===== config.mk =====
export PLATFORM = sky130hd
export DESIGN_NAME = intersection_phase_ctrl
export DESIGN_NICKNAME = d
export VERILOG_FILES = /design/src/rtl/intersection_phase_ctrl_pkg.sv /design/src/rtl/intersection_phase_ctrl_tick_prescaler.sv /design/src/rtl/intersection_phase_ctrl.sv
export SDC_FILE = /design/constraint.sdc
export NUM_CORES = 1
export LEC_CHECK = 0
export BUFFER_PORTS_ARGS = -buffer_cell sky130_fd_sc_hd__buf_2
export CORE_UTILIZATION = 47
export CTS_BUF_LIST = sky130_fd_sc_hd__clkbuf_8
export CTS_CLUSTER_DIAMETER = 60
export DETAILED_ROUTE_END_ITERATION = 6
export HOLD_SLACK_MARGIN = 0.02
export PLACE_DENSITY = 0.75
export SYNTH_ARGS = -nofsm -noshare
export SYNTH_HDL_FRONTEND = slang
export SYNTH_SLANG_ARGS = --single-unit
export TNS_END_PERCENT = 5

===== constraint.sdc =====
create_clock -name clk -period 2.87 [get_ports clk]
set_clock_uncertainty 0.1 [all_clocks]
set_input_delay 0.574 -clock clk [delete_from_list [all_inputs] [get_ports clk]]
set_output_delay 0.574 -clock clk [all_outputs]
set_load 0.01 [all_outputs]

===== src/rtl/intersection_phase_ctrl_pkg.sv =====
`default_nettype none
// +----------------------------------------------------------------------+
// | intersection_phase_ctrl_pkg                                          |
// | Phase codes, lamp colour words and phase sequencing helper.          |
// | Rev 1.0                                                              |
// +----------------------------------------------------------------------+
package intersection_phase_ctrl_pkg;

  localparam int PHASE_W = 3;

  typedef enum logic [PHASE_W-1:0] {
    AR_A = 3'd0,
    NS_G = 3'd1,
    NS_Y = 3'd2,
    AR_B = 3'd3,
    EW_G = 3'd4,
    EW_Y = 3'd5
  } phase_e;

  // Lamp colour words packed as {r, g, b}, 4 bits per channel.
  localparam logic [11:0] COL_RED = 12'hF00;
  localparam logic [11:0] COL_GRN = 12'h0F0;
  localparam logic [11:0] COL_YEL = 12'hFF0;
  localparam logic [11:0] COL_OFF = 12'h000;

  function automatic phase_e next_phase(input phase_e cur);
    phase_e nxt;
    nxt = AR_A;
    case (cur)
      AR_A:    nxt = NS_G;
      NS_G:    nxt = NS_Y;
      NS_Y:    nxt = AR_B;
      AR_B:    nxt = EW_G;
      EW_G:    nxt = EW_Y;
      EW_Y:    nxt = AR_A;
      default: nxt = AR_A;
    endcase
    return nxt;
  endfunction

endpackage
`default_nettype wire


===== src/rtl/intersection_phase_ctrl_tick_prescaler.sv =====
`default_nettype none
// +----------------------------------------------------------------------+
// | tick_prescaler                                                       |
// | One-cycle tick every TICKS_PER_SEC enabled cycles; clr restarts it.  |
// | Rev 1.0                                                              |
// +----------------------------------------------------------------------+
module tick_prescaler #(
  parameter int TICKS_PER_SEC = 10
) (
  input  logic clk,
  input  logic rst,
  input  logic clr,
  input  logic en,
  output logic tick
);

  localparam int c_w = (TICKS_PER_SEC > 1) ? $clog2(TICKS_PER_SEC) : 1;
  localparam logic [c_w-1:0] c_last = c_w'(TICKS_PER_SEC - 1);

  logic [c_w-1:0] cnt_q;
  logic [c_w-1:0] cnt_d;

  assign tick = en & (cnt_q == c_last);

  always_comb begin
    cnt_d = cnt_q;
    if (clr) begin
      cnt_d = '0;
    end else if (en) begin
      cnt_d = tick ? '0 : cnt_q + 1'b1;
    end
  end

  always_ff @(posedge clk or posedge rst) begin
    if (rst) begin
      cnt_q <= '0;
    end else begin
      cnt_q <= cnt_d;
    end
  end

endmodule
`default_nettype wire


===== src/rtl/intersection_phase_ctrl.sv =====
`default_nettype none
// +----------------------------------------------------------------------+
// | intersection_phase_ctrl                                              |
// | Two-approach phase scheduler with pedestrian walk arbitration.       |
// | Rev 1.0                                                              |
// +----------------------------------------------------------------------+
module intersection_phase_ctrl
  import intersection_phase_ctrl_pkg::*;
#(
  parameter int TICKS_PER_SEC = 10,
  parameter int GREEN_SEC     = 5,
  parameter int MIN_GREEN_SEC = 2,
  parameter int YELLOW_SEC    = 2,
  parameter int ALLRED_SEC    = 1
) (
  input  logic               clk,
  input  logic               rst,
  input  logic               mode,
  input  logic               btn,
  input  logic               ped_req_ns,
  input  logic               ped_req_ew,
  output logic [3:0]         ns_r,
  output logic [3:0]         ns_g,
  output logic [3:0]         ns_b,
  output logic [3:0]         ew_r,
  output logic [3:0]         ew_g,
  output logic [3:0]         ew_b,
  output logic               walk_ns,
  output logic               walk_ew,
  output logic [PHASE_W-1:0] phase
);

  localparam logic [7:0] c_green_last  = 8'(GREEN_SEC - 1);
  localparam logic [7:0] c_min_last    = 8'(MIN_GREEN_SEC - 1);
  localparam logic [7:0] c_yellow_last = 8'(YELLOW_SEC - 1);
  localparam logic [7:0] c_allred_last = 8'(ALLRED_SEC - 1);

  phase_e     state_q, state_d;
  logic [7:0] sec_q, sec_d;
  logic       pend_ns_q, pend_ns_d;
  logic       pend_ew_q, pend_ew_d;
  logic       walk_ns_q, walk_ns_d;
  logic       walk_ew_q, walk_ew_d;
  logic       btn_q;

  logic       w_tick;
  logic       w_btn_rise;
  logic       w_timed_exit;
  logic       w_advance;
  logic       w_changing;
  logic       w_enter_nsg;
  logic       w_enter_ewg;
  logic       w_tmr_clr;
  logic [11:0] w_ns_rgb;
  logic [11:0] w_ew_rgb;

  assign w_btn_rise = btn & ~btn_q;
  // Timers restart on every phase entry and are frozen at zero in manual mode.
  assign w_tmr_clr  = mode | w_changing;

  tick_prescaler #(
    .TICKS_PER_SEC(TICKS_PER_SEC)
  ) u_tick_prescaler (
    .clk (clk),
    .rst (rst),
    .clr (w_tmr_clr),
    .en  (~mode),
    .tick(w_tick)
  );

  always_comb begin
    w_timed_exit = 1'b0;
    case (state_q)
      AR_A, AR_B: w_timed_exit = (sec_q >= c_allred_last);
      NS_Y, EW_Y: w_timed_exit = (sec_q >= c_yellow_last);
      // A waiting pedestrian cuts the conflicting green short after the minimum.
      NS_G:       w_timed_exit = (sec_q >= c_green_last) | (pend_ns_q & (sec_q >= c_min_last));
      EW_G:       w_timed_exit = (sec_q >= c_green_last) | (pend_ew_q & (sec_q >= c_min_last));
      default:    w_timed_exit = 1'b1;
    endcase

    w_advance = mode ? w_btn_rise : (w_tick & w_timed_exit);

    state_d = state_q;
    if (w_advance) begin
      state_d = next_phase(state_q);
    end

    w_changing  = (state_d != state_q);
    w_enter_nsg = w_changing & (state_d == NS_G);
    w_enter_ewg = w_changing & (state_d == EW_G);

    pend_ew_d = ped_req_ew | (pend_ew_q & ~w_enter_nsg);
    pend_ns_d = ped_req_ns | (pend_ns_q & ~w_enter_ewg);

    walk_ew_d = 1'b0;
    if (w_enter_nsg) begin
      walk_ew_d = pend_ew_q;
    end else if (state_d == NS_G) begin
      walk_ew_d = walk_ew_q;
    end

    walk_ns_d = 1'b0;
    if (w_enter_ewg) begin
      walk_ns_d = pend_ns_q;
    end else if (state_d == EW_G) begin
      walk_ns_d = walk_ns_q;
    end

    sec_d = sec_q;
    if (w_tmr_clr) begin
      sec_d = 8'd0;
    end else if (w_tick) begin
      sec_d = sec_q + 8'd1;
    end
  end

  always_ff @(posedge clk or posedge rst) begin
    if (rst) begin
      state_q   <= AR_A;
      sec_q     <= 8'd0;
      pend_ns_q <= 1'b0;
      pend_ew_q <= 1'b0;
      walk_ns_q <= 1'b0;
      walk_ew_q <= 1'b0;
      btn_q     <= 1'b0;
    end else begin
      state_q   <= state_d;
      sec_q     <= sec_d;
      pend_ns_q <= pend_ns_d;
      pend_ew_q <= pend_ew_d;
      walk_ns_q <= walk_ns_d;
      walk_ew_q <= walk_ew_d;
      btn_q     <= btn;
    end
  end

  always_comb begin
    w_ns_rgb = COL_RED;
    w_ew_rgb = COL_RED;
    case (state_q)
      NS_G:    w_ns_rgb = COL_GRN;
      NS_Y:    w_ns_rgb = COL_YEL;
      EW_G:    w_ew_rgb = COL_GRN;
      EW_Y:    w_ew_rgb = COL_YEL;
      default: begin
        w_ns_rgb = COL_RED;
        w_ew_rgb = COL_RED;
      end
    endcase
  end

  assign ns_r    = w_ns_rgb[11:8];
  assign ns_g    = w_ns_rgb[7:4];
  assign ns_b    = w_ns_rgb[3:0];
  assign ew_r    = w_ew_rgb[11:8];
  assign ew_g    = w_ew_rgb[7:4];
  assign ew_b    = w_ew_rgb[3:0];
  assign walk_ns = walk_ns_q;
  assign walk_ew = walk_ew_q;
  assign phase   = state_q;

endmodule
`default_nettype wire


# Yosys cells after proc, flatten, opt, wreduce, memory -nomap -nowiden
# Index checks and enable logic that the tools add are counted.
# op_classes
addsub	2
magnitude_cmp	3
eq_ne	12
mux	15
n_bitwise	18
reduce_logical	4
# op_table
operator	count
$pmux W12 S2	2
$ge A8 B1 Y1 const B	2
$mux W8	2
$pmux W3 S5	1
$mux W4	3
$and A1 B1 Y1	9
$eq A3 B3 Y1 const B	3
$add A8 B1 Y8 const B	1
$ge A8 B3 Y1 const B	1
$eq A3 B1 Y1 const B	2
$eq A3 B2 Y1 const B	2
$mux W1	5
$or A1 B1 Y1	5
$add A4 B1 Y4 const B	1
$eq A4 B4 Y1 const B	1
$ne A2 B2 Y1 const B	2
$not A1 Y1	4
$pmux W1 S4	1
$reduce_or A2 Y1	2
$logic_not A3 Y1	1
$mux W3	1
$ne A3 B3 Y1	1
$ne A2 B1 Y1 const B	1
$reduce_bool A2 Y1	1
# word_totals
register_bits	20
inputBits	6
output_inout_bits	29
wordCells	62

# Logic depth before layout (Yosys ltp)
# Gate-level depths: netlist (run 1).
# logic_depth
depth_word	12
mapped_depth	8
mapped_depth_nobuf	7

# Hierarchy
# From an unflattened synthesis (run 1), not the netlist that was laid out.
# hier_totals
hier_cells	136
hier_area_um2	1262.5
# by_module_without_submodules
module	n_inst	cells_per_inst	area_each_um2	seq_area_each_um2
intersection_phase_ctrl	1	109	1017.2	400.4
tick_prescaler	1	27	245.2	100.1

# Least setup slack after synthesis (run 1)
# No wires, ideal clock.
# synth_timing
path_type	register -> output
start	register state_q[1] (netlist: phase[1])
end	output port ns_g[1]
t_arrival_ps	1265
required_ps	2196
setup_slack_ps	931
stages_incl_launch_ff	5
n_path_buf	2
path_cell_list	dfrtp_1 > buf_6 > nand2b_1 > a21oi_1 > buf_4
# synth_between
elab_chain_len	2
elab_cells_between_ends	3
cone_classes	2 x eq/ne; 1 x mux
# synth_lines
item	line	text
from (decl)	intersection_phase_ctrl.sv:38	phase_e state_q, state_d;
from (signal assigned)	intersection_phase_ctrl.sv:128	state_q <= state_d;
$eq A3 B2 Y1 or $eq A3 B1 Y1 (tied branches)	intersection_phase_ctrl.sv:141	case (state_q)
$pmux W12 S2 (*)	intersection_phase_ctrl.sv:141	
to (decl)	intersection_phase_ctrl.sv:23	output logic [3:0] ns_g,
# Mark *: on every way between the ends. The rest lies on a longest branch, timed or not.

# Final worst setup path (run 1)
# Same ends and word-level chain as after synthesis.

==> flow_metrics.tcl, run 1 <==
set metrics [dict create \
    nNetsFinal 155 \
    dr.pass1.iters 4 \
    ys_top_cells_by_area "dfrtp_1 (40%), buf_4 (13%), ha_1 (6.0%)" \
    pwr-share-comb_pct 38.1 \
    max-slew-margin-rel_pct 48.40 \
    detail_route.wl_per_cell_um 12.44 \
    fp.dieArea_mm2 0.002859 \
    cts_num_sinks 20 \
    hp-class "input port to asynchronous set/reset pin" \
    drt-total-wl_um 2140 \
    core_mm2 0.002500 \
    syn_inst 129 \
    path_clk_slew_ns 0.08 \
    ys_warn_count 0 \
    finalCritPeriodShare_pct 75.54 \
    gp_congestion 0.8081 \
    dp_hpwl_um 1589 \
    numCtsBuffers 3 \
    drive_gt1_share_pct 27.46 \
    seq_power_share_pct 39.4 \
    crit_required_ns 2.20 \
    die_h_um 53.47 \
    setup_viol 0 \
    p_sw_mw 0.3657 \
    antenna_left 0 \
    rsz0062_at_grt "no" \
    synth_top_area_cell "dfrtp_1" \
    post_cts_resized 0 \
    worstReg2RegStart "sec_q[0]" \
    reg2reg_depth 6 \
    max_cap_viol_count 0 \
    grt.total_usage_pct 17.28 \
    clock.fmax_mhz 461.2 \
    clock_path_buffers 2 \
    placed_area_mm2 0.001260 \
    syn_area_mm2 0.001245 \
    tritoncts "yes" \
    holdBufCountCts 0 \
    numPortBuffers 26 \
    ys_seq_area_share_pct 40.20 \
    root_buffer "clkbuf_8" \
    cp_max_fo 11 \
    grt_pass1_wl_um 3519 \
    ys_seq_elements 20 \
    syn_avg_cell_area_um2 9.651 \
    status "finished, final reports clean" \
    synthToLayoutAreaGrowth_pct 5.628 \
    antenna_found_initial 0 \
    cp.arrival_ns 1.49 \
    fin_crit_ns 2.168 \
    clkPwrFrac_pct 22.5 \
    end_kind "output port" \
    drv_slew 0 \
    design_area_mm2 0.001315 \
    yosysTopAreaCellShare_pct 40.20 \
    hold_viol 0 \
    ios 35 \
    tns_ns 0 \
    die_x_um 53.47 \
    swShare_pct 38.22 \
    worstMarginPinSlew_ns 0.7731 \
    r2r-end "phase[0]" \
    gr-total-overflow 0 \
    p_leak_nw 0.6357 \
    reg2reg_setup_slack_ns 0.90 \
    diodes 0 \
    grt_pass1_vias 825 \
    initial_utilization_pct 49.80 \
    vdd_drop_max_v 0.0005300 \
    netlist-cell-type-count 35 \
    worstSetupStartpointType "flip-flop" \
    viasPerCell 5.035 \
    row_count 18 \
    htreeDepth 1 \
    power_density_mw_per_mm2 727.6 \
    drc 0 \
    vias 866 \
    p_int_mw 0.5911 \
    grt_start_max_net_pins 21 \
    worstSetupPathType "flip-flop to output port" \
    clock_latency_ns 0.26 \
    drt_iter0_markers 8 \
    cts_setup_buffers 0 \
]
==> critical path: stages, from the launching register on <==
cell and delay, ns:
dfrtp_1 0.50, nand2b_1 0.22, a21oi_1 0.32, buf_2 0.20
==> layout make-up <==
type	count	area [µm²]
well taps	30	37.54
flip-flops and latches	20	500.5
multi-input cells	86	565.5
inverters	5	18.77
clock buffers	4	55.05
repair buffers	27	137.6
fillers	226	1185
==> power by group through the flow <==
| stage | Sequential [mW] | Clock (mW) | Combinational [mW] |
|---|---|---|---|
| floorplan | 0.346 | 0 | 0.388 |
| global placement | 0.379 | 0 | 0.362 |
| detailed placement | 0.382 | 0 | 0.368 |
| CTS | 0.376 | 0.219 | 0.369 |
| global route | 0.383 | 0.231 | 0.415 |
| finish | 0.377 | 0.215 | 0.365 |
==> cells by family (layout without fill, tap and decap cells) <==
kind of cell	after synthesis	in the layout	share of synthesized area [%]
adders and majority gates	6	6	6.030
xor gates and xnor gates	7	7	4.925
DFF	20	20	40.20
and+or+nand+nor	48	48	21.21
AOI/OAI and AO/OA	14	14	7.639
other	1	8	0.3012
muxes	3	3	3.216
buffers and inverters	30	36	16.48
==> metal layers <==
| layer | GRT usage, % | routed length [µm] | vias to the layer above | part of all wire (%) |
|---|---|---|---|---|
| met4 | 6.140 | 28 | 0 | 1.3 |
| li1 | - | - | 428 | - |
| met1 | 21.01 | 926 | 411 | 43 |
| met5 | 0 | 0 | - | 0 |
| met3 | 4.885 | 93 | 4 | 4.3 |
| met2 | 28.75 | 1091 | 23 | 51 |
==> worst max-delay path by stage <==
stage                   from       end  depth (start not counted)
floorplan           phase[1]   ns_g[1]                          4
global placement        mode  phase[1]                          6
detailed placement      mode  phase[0]                          6
CTS                 phase[0]   ns_g[0]                          3
global route        phase[1]   ns_g[1]                          3
finish              phase[1]   ns_g[1]                          3
==> placed cells by master, fill, tap and decap left out, types with 2 or more instances in the layout <==
master	n
nor2_1	19
mux2_4	2
nand3b_1	2
nor2_2	2
inv_1	5
xnor2_1	5
ha_1	6
nor2b_1	3
xor2_1	2
buf_2	26
conb_1	8
a31oi_1	3
a21oi_1	4
nand2_1	7
clkbuf_8	4
dfrtp_1	20
nand2b_1	3
nor3_1	4
==> per-stage QoR <==
step	worst slack (ns)	hold WS, ns	total power [mW]	utilization [%]	instances
2_1_floorplan	0.9306	0.3621	0.7333	-	136
3_3_place_gp	0.9278	0.3966	0.7402	50.40	168
3_5_place_dp	0.8796	0.4120	0.7497	50.40	168
4_1_cts	0.6964	0.3474	0.9642	52.60	172
5_1_grt	0.5605	0.3426	1.029	52.60	172
6_report	0.7019	0.3421	0.9568	52.60	172
==> registers in the layout (all words and copies together), names as in the netlist <==
register and count:
walk_ew 1, pend_ns_q 1, sec_q 8, pend_ew_q 1
phase 3, walk_ns 1, u_tick_prescaler.cnt_q 4, btn_q 1
==> cell usage after synthesis <==
master    number
ha_1           6
a22oi_1        1
o21ai_1        1
nor4bb_1       1
mux2i_1        1
a21o_1         1
conb_1         1
nor3_1         4
and4_1         1
inv_1          5
a21oi_1        4
xnor2_1        5
xor2_1         2
nor4_2         1
a22o_1         1
nor2_1        19
a31o_1         1
a31oi_1        3
dfrtp_1       20
buf_4         22
buf_2          2
a222oi_1       1
buf_6          1
nand4_1        1
nor2b_1        3
nand2_1        7
nand2b_1       3
nand2_4        1
nand3b_1       2
nand4_4        1
mux2_4         2
or3_1          1
nor2_2         2
o21ai_2        1
nand3_1        1
(Power assumes the default switching activity.)
==> run 2, diff against run 1 <==
- clock period: 2.87 -> 2.11 ns (I/O delays scaled with it)
==> run 2 against run 1 <==
Effect of this change: global-route usage is 0.60 points higher; critical path type is now flip-flop to flip-flop; clock-buffer cell count is the same; register-to-register slack worse by 0.78 ns; first-iteration DRC count up 38%.
==> flow_metrics.tcl, run 2 (synthesis gave the netlist of run 1 again) <==
set metrics [dict create \
    max_cap_viol_count 0 \
    drive_gt1_share_pct 28.67 \
    crit_required_ns 2.15 \
    die_h_um 53.47 \
    row_count 18 \
    crit_family "compound AO/OA/AOI/OAI gates" \
    clock_path_buffers 2 \
    setup.worst_path.start "sec_q[0]" \
    path_clk_slew_ns 0.08 \
    mostFrequentLayoutCells "buf_2 (26), nor2_1 (19), dfrtp_1 (19), conb_1 (8), nand2_1 (7)" \
    die_x_um 53.47 \
    rsz0062_at_grt "no" \
    reg2reg_depth 6 \
    fp.dieArea_mm2 0.002859 \
    slowest_delay_ns 0.44 \
    diodes 0 \
    cp_max_fo 7 \
    cp.arrival_ns 2.02 \
    dr.pass1.iters 4 \
    pwr-share-comb_pct 40.7 \
    worstSetupStartpointType "flip-flop" \
    numPortBuffers 26 \
    regMostFlops "sec_q" \
    finalCritPeriodShare_pct 94.09 \
    swShare_pct 38.11 \
    grt_pass1_vias 890 \
    setup_viol 0 \
    grt.total_usage_pct 17.88 \
    vdd_drop_max_v 0.0009465 \
    vias 879 \
    grt_start_max_net_pins 21 \
    max-slew-margin-rel_pct 48.88 \
    tritoncts "yes" \
    r2r-end "phase[0]" \
    hp-class "input port to asynchronous set/reset pin" \
    nNetsFinal 156 \
    root_buffer "clkbuf_8" \
    drc 0 \
    largest_reg_flops 8 \
    clkPwrFrac_pct 22.0 \
    path_cells "inv_1, ha_1, a222oi_1, o21ai_2, nand2_4, mux2_4" \
    p_leak_nw 0.6389 \
    core_mm2 0.002500 \
    htreeDepth 1 \
    synthToLayoutAreaGrowth_pct 6.332 \
    dp_hpwl_um 1661 \
    reg2reg_setup_slack_ns 0.12 \
    cts_setup_buffers 0 \
    grt_pass1_wl_um 3657 \
    layout_commonest_cell "buf_2" \
    whs_ns 0.1885 \
    detail_route.wl_per_cell_um 13.06 \
    worst-path-stages 6 \
    seq_power_share_pct 37.3 \
    critPathSlowestCell "dfrtp_2" \
    drt_iter0_markers 11 \
    p_sw_mw 0.5034 \
    antenna_left 0 \
    endpoint "phase[0]" \
    clock_latency_ns 0.26 \
    post_cts_resized 0 \
    clock.fmax_mhz 503.7 \
    drv_slew 0 \
    tns_ns 0 \
    end_kind "flip-flop" \
    hold_viol 0 \
    p_int_mw 0.8174 \
    numCtsBuffers 3 \
    fin_crit_ns 1.985 \
    status "finished, final reports clean" \
    power_density_mw_per_mm2 997.8 \
    ios 35 \
    worstSetupPathType "flip-flop to flip-flop" \
    gr-total-overflow 0 \
    antenna_found_initial 0 \
    p_total_mw 1.321 \
    cts_num_sinks 20 \
    holdBufCountCts 0 \
    path_buf_inv 1 \
    initial_utilization_pct 49.80 \
    viasPerCell 5.081 \
    drt-total-wl_um 2259 \
    final_util_pct 52.95 \
    worstReg2RegStart "sec_q[0]" \
    worstMarginPinSlew_ns 0.7660 \
    gp_congestion 0.7102 \
]
==> run 2: cell count changes in the layout (fill, tap and decap cells not counted) <==
cell	delta
buf_4	+1
dfrtp_1	-1
dfrtp_2	+1
==> run 2: area by class of cell <==
cell class	count	area, µm²
fill	218	1176
sequential	20	501.7
inverter	5	18.77
timing repair buffer	28	145.1
multi-input combinational	86	565.5
clock buffer	4	55.05
tap	30	37.54
==> run 2: worst min path at each step <==
stage                                   start                         to  cells after the start
floorplan                                 rst                      btn_q                      1
global route                              btn                      btn_q                      1
CTS                                       btn                      btn_q                      1
finish                                    rst  u_tick_prescaler.cnt_q[1]                      2
detailed placement  u_tick_prescaler.cnt_q[0]  u_tick_prescaler.cnt_q[0]                      1
global placement    u_tick_prescaler.cnt_q[0]  u_tick_prescaler.cnt_q[0]                      1
==> run 2: power groups by stage <==
stage / combinational [mW] / clock, mW / sequential [mW]
final: 0.537 / 0.291 / 0.493
after global routing: 0.598 / 0.305 / 0.501
after CTS: 0.542 / 0.295 / 0.490
after detailed placement: 0.536 / 0 / 0.497
after global placement: 0.524 / 0 / 0.494
after floorplan: 0.527 / 0 / 0.470
==> run 2: metal layers <==
metal	vias up	GRT usage [%]	wire length, µm
li1	426	-	-
met4	0	7.895	10
met5	-	0	0
met2	23	34.79	1268
met3	2	2.011	54
met1	428	18.65	925
==> run 2: metrics by stage <==
| step | setup slack, ns | cell area [µm²] | instances |
|---|---|---|---|
| after floorplan | 0.2824 | 1271 | 136 |
| after global placement | 0.2233 | 1267 | 169 |
| after detailed placement | 0.1002 | 1267 | 169 |
| after CTS | 0.03143 | 1323 | 173 |
| after global routing | 0.03139 | 1324 | 173 |
| final | 0.1247 | 1324 | 173 |
==> run 3, diff against run 2 <==
- SYNTH_HIERARCHICAL: unset -> 1
==> run 3 against run 2 <==
Effect of this change: sequential cell count unchanged; synthesized cell count up 5.4%; first-iteration DRC count rose by 36%; highest routed layer is now met3; routed wire length is 0.27% lower; sequential share of layout area is 3.2 points lower; die area is 1.4% higher; non-clock buffer count increased by 7; cell area rose by 9.1%; worst hold slack got worse by 0.0023 ns; area after synthesis is 1.4% higher; total power is 6.7% higher.
==> flow_metrics.tcl, run 3 <==
set metrics [dict create \
    path_buf_inv 2 \
    crit_required_ns 2.15 \
    worstMarginPinSlew_ns 0.6087 \
    max_cap_viol_count 0 \
    drive_gt1_share_pct 29.11 \
    grt_start_max_net_pins 17 \
    status "finished, final reports clean" \
    vias 950 \
    regMostFlops "sec_q" \
    grt_pass1_wl_um 3670 \
    drc 0 \
    root_buffer "clkbuf_8" \
    rsz0062_at_grt "no" \
    synth_top_area_cell "dfrtp_1" \
    placed_area_mm2 0.001339 \
    fill_cells 212 \
    die_h_um 53.83 \
    viasPerCell 5.053 \
    hold_viol 0 \
    synth_edf_count 0 \
    clock_latency_ns 0.26 \
    tns_ns 0 \
    htreeDepth 1 \
    layout_commonest_cell "buf_2" \
    dr.pass1.iters 4 \
    yosysTopAreaCellShare_pct 39.64 \
    critPathSlowestCell "dfrtp_1" \
    vdd_drop_max_v 0.0008444 \
    hp-class "input port to flip-flop" \
    p_leak_nw 0.7014 \
    row_count 18 \
    mostFrequentLayoutCells "buf_2 (26), dfrtp_1 (19), nor2_1 (16), nand2_1 (11)" \
    power_density_mw_per_mm2 975.6 \
    numCtsBuffers 3 \
    dp_hpwl_um 1664 \
    slowest_delay_ns 0.41 \
    ys_seq_elements 20 \
    fp.dieArea_mm2 0.002897 \
    dominantRegCellSynth "dfrtp_1" \
    drt_iter0_markers 15 \
    fin_crit_ns 1.983 \
    design_area_mm2 0.001444 \
    place_inst 181 \
    largest_reg_flops 8 \
    initial_utilization_pct 50.50 \
    drv_slew 0 \
    clock.fmax_mhz 504.3 \
    async_flop_share_pct 100.0 \
    end_kind "flip-flop" \
    synthToLayoutAreaGrowth_pct 14.37 \
    cp.arrival_ns 2.03 \
    antenna_found_initial 0 \
    final_cells 188 \
    path_cells "inv_2, ha_1, inv_1, a222oi_1, o21ai_2, o21ai_4, mux2_4" \
    antenna_left 0 \
    worstSetupPathType "flip-flop to flip-flop" \
    max-slew-margin-rel_pct 59.37 \
    diodes 0 \
    seqCellArea_um2 501.7 \
    ios 35 \
    syn_avg_cell_area_um2 9.283 \
    netlist-cell-type-count 38 \
    ys_seq_area_share_pct 39.64 \
    grt_pass1_vias 844 \
    core_mm2 0.002500 \
    ys_top_cells_by_area "dfrtp_1 (40%), buf_4 (12%), ha_1 (5.9%)" \
    worstSetupStartpointType "flip-flop" \
    grt.total_usage_pct 17.53 \
    syn_inst 136 \
    setup_viol 0 \
    cp_max_fo 4 \
    finalCritPeriodShare_pct 93.97 \
    numPortBuffers 26 \
    cts_num_sinks 20 \
    gr-total-overflow 0 \
    p_total_mw 1.409 \
    clock_path_buffers 2 \
    die_x_um 53.83 \
    drt-total-wl_um 2253 \
    multiInputGateArea_um2 583.1 \
    nNetsFinal 171 \
    ys_warn_count 6 \
    gp_congestion 0.7644 \
    crit_family "compound AO/OA/AOI/OAI gates" \
    tritoncts "yes" \
    syn_area_mm2 0.001262 \
    detail_route.wl_per_cell_um 11.98 \
    netlist_top_cells_count "buf_4 (20), dfrtp_1 (20), nor2_1 (16)" \
    path_clk_slew_ns 0.08 \
]
==> run 3: cell types whose count changed in the layout (fill, tap and decap cells not counted), sizes merged, moves of 4 or more <==
cell	change
buf	+6
inv	+4
nor2	-5
o21ai	+4
xnor2	-4
==> run 3: worst reg2reg max path: cells and delay by family (launching register included) <==
family	cells	cell delay [ns]
adder cells (fa/ha/maj)	1	0.14
AO/OA/AOI/OAI	3	0.77
buffers and inverters	2	0.12
multiplexers	1	0.32
flip-flops	1	0.41
==> run 3: path summary, 6_finish.rpt <==
path / startpoint / cells after the start / slack, ns / endpoint
worst max-delay path: sec_q[1] / 7 / 0.13 / phase[0]
worst min-delay path: btn / 1 / 0.19 / btn_q
worst max register to register: sec_q[1] / 7 / 0.13 / phase[0]
worst min register to register: sec_q[7] / 2 / 0.41 / sec_q[7]
max in group asynchronous: rst / 3 / 0.79 / sec_q[0]
min in group asynchronous: rst / 3 / 0.50 / u_tick_prescaler/cnt_q[3]
==> run 3: metal layers <==
metal,GRT usage [%],vias to the layer above,part of all wire (%)
met5,0,-,0
met4,5.263,0,0
met3,2.542,0,3.3
met2,29.63,28,54
met1,22.99,451,43
li1,-,471,-
==> run 3: area by class of cell <==
cell class / instances / area share (%)
Tap cell: 30 / 2.600
Multi-Input combinational cell: 90 / 40.38
Timing Repair Buffer: 35 / 14.99
Inverter: 9 / 2.340
Clock buffer: 3 / 2.860
Clock inverter: 1 / 2.080
Sequential cell: 20 / 34.75
==> run 3: timing repair <==
action                                 CTS  global route
buffers inserted                         0             2
endpoints found under the hold margin    4             0
setup endpoints to repair                0             3
hold buffers                             1             0
resized for setup                        0             4
==> run 3: per-stage QoR <==
| stage | hold slack (ns) | utilization, % | setup WS (ns) |
|---|---|---|---|
| 2_1_floorplan | 0.08808 | - | 0.1812 |
| 3_3_place_gp | 0.2208 | 53.55 | 0.2005 |
| 3_5_place_dp | 0.2213 | 53.55 | 0.1316 |
| 4_1_cts | 0.1817 | 56.81 | 0.1211 |
| 5_1_grt | 0.1754 | 57.76 | 0.03070 |
| 6_report | 0.1862 | 57.76 | 0.1272 |
==> run 3: cell families (layout without fill, tap and decap cells) <==
kind of cell             Yosys count  count (layout)  share of synthesized area, %
AND/OR/NAND/NOR                   47              47                         19.33
buffers and inverters             33              48                         16.55
AO/OA/AOI/OAI                     21              21                         11.40
flip-flops                        20              20                         39.64
adder cells (fa/ha/maj)            6               6                         5.946
multiplexers                       5               5                         4.757
XOR/XNOR                           3               3                         2.082
other                              1               8                        0.2970
==> run 3: report_power, final <==
group	switching (mW)	internal [mW]	total [mW]
clock network	0.127	0.253	0.381
logic	0.316	0.243	0.559
registers	0.0510	0.418	0.469
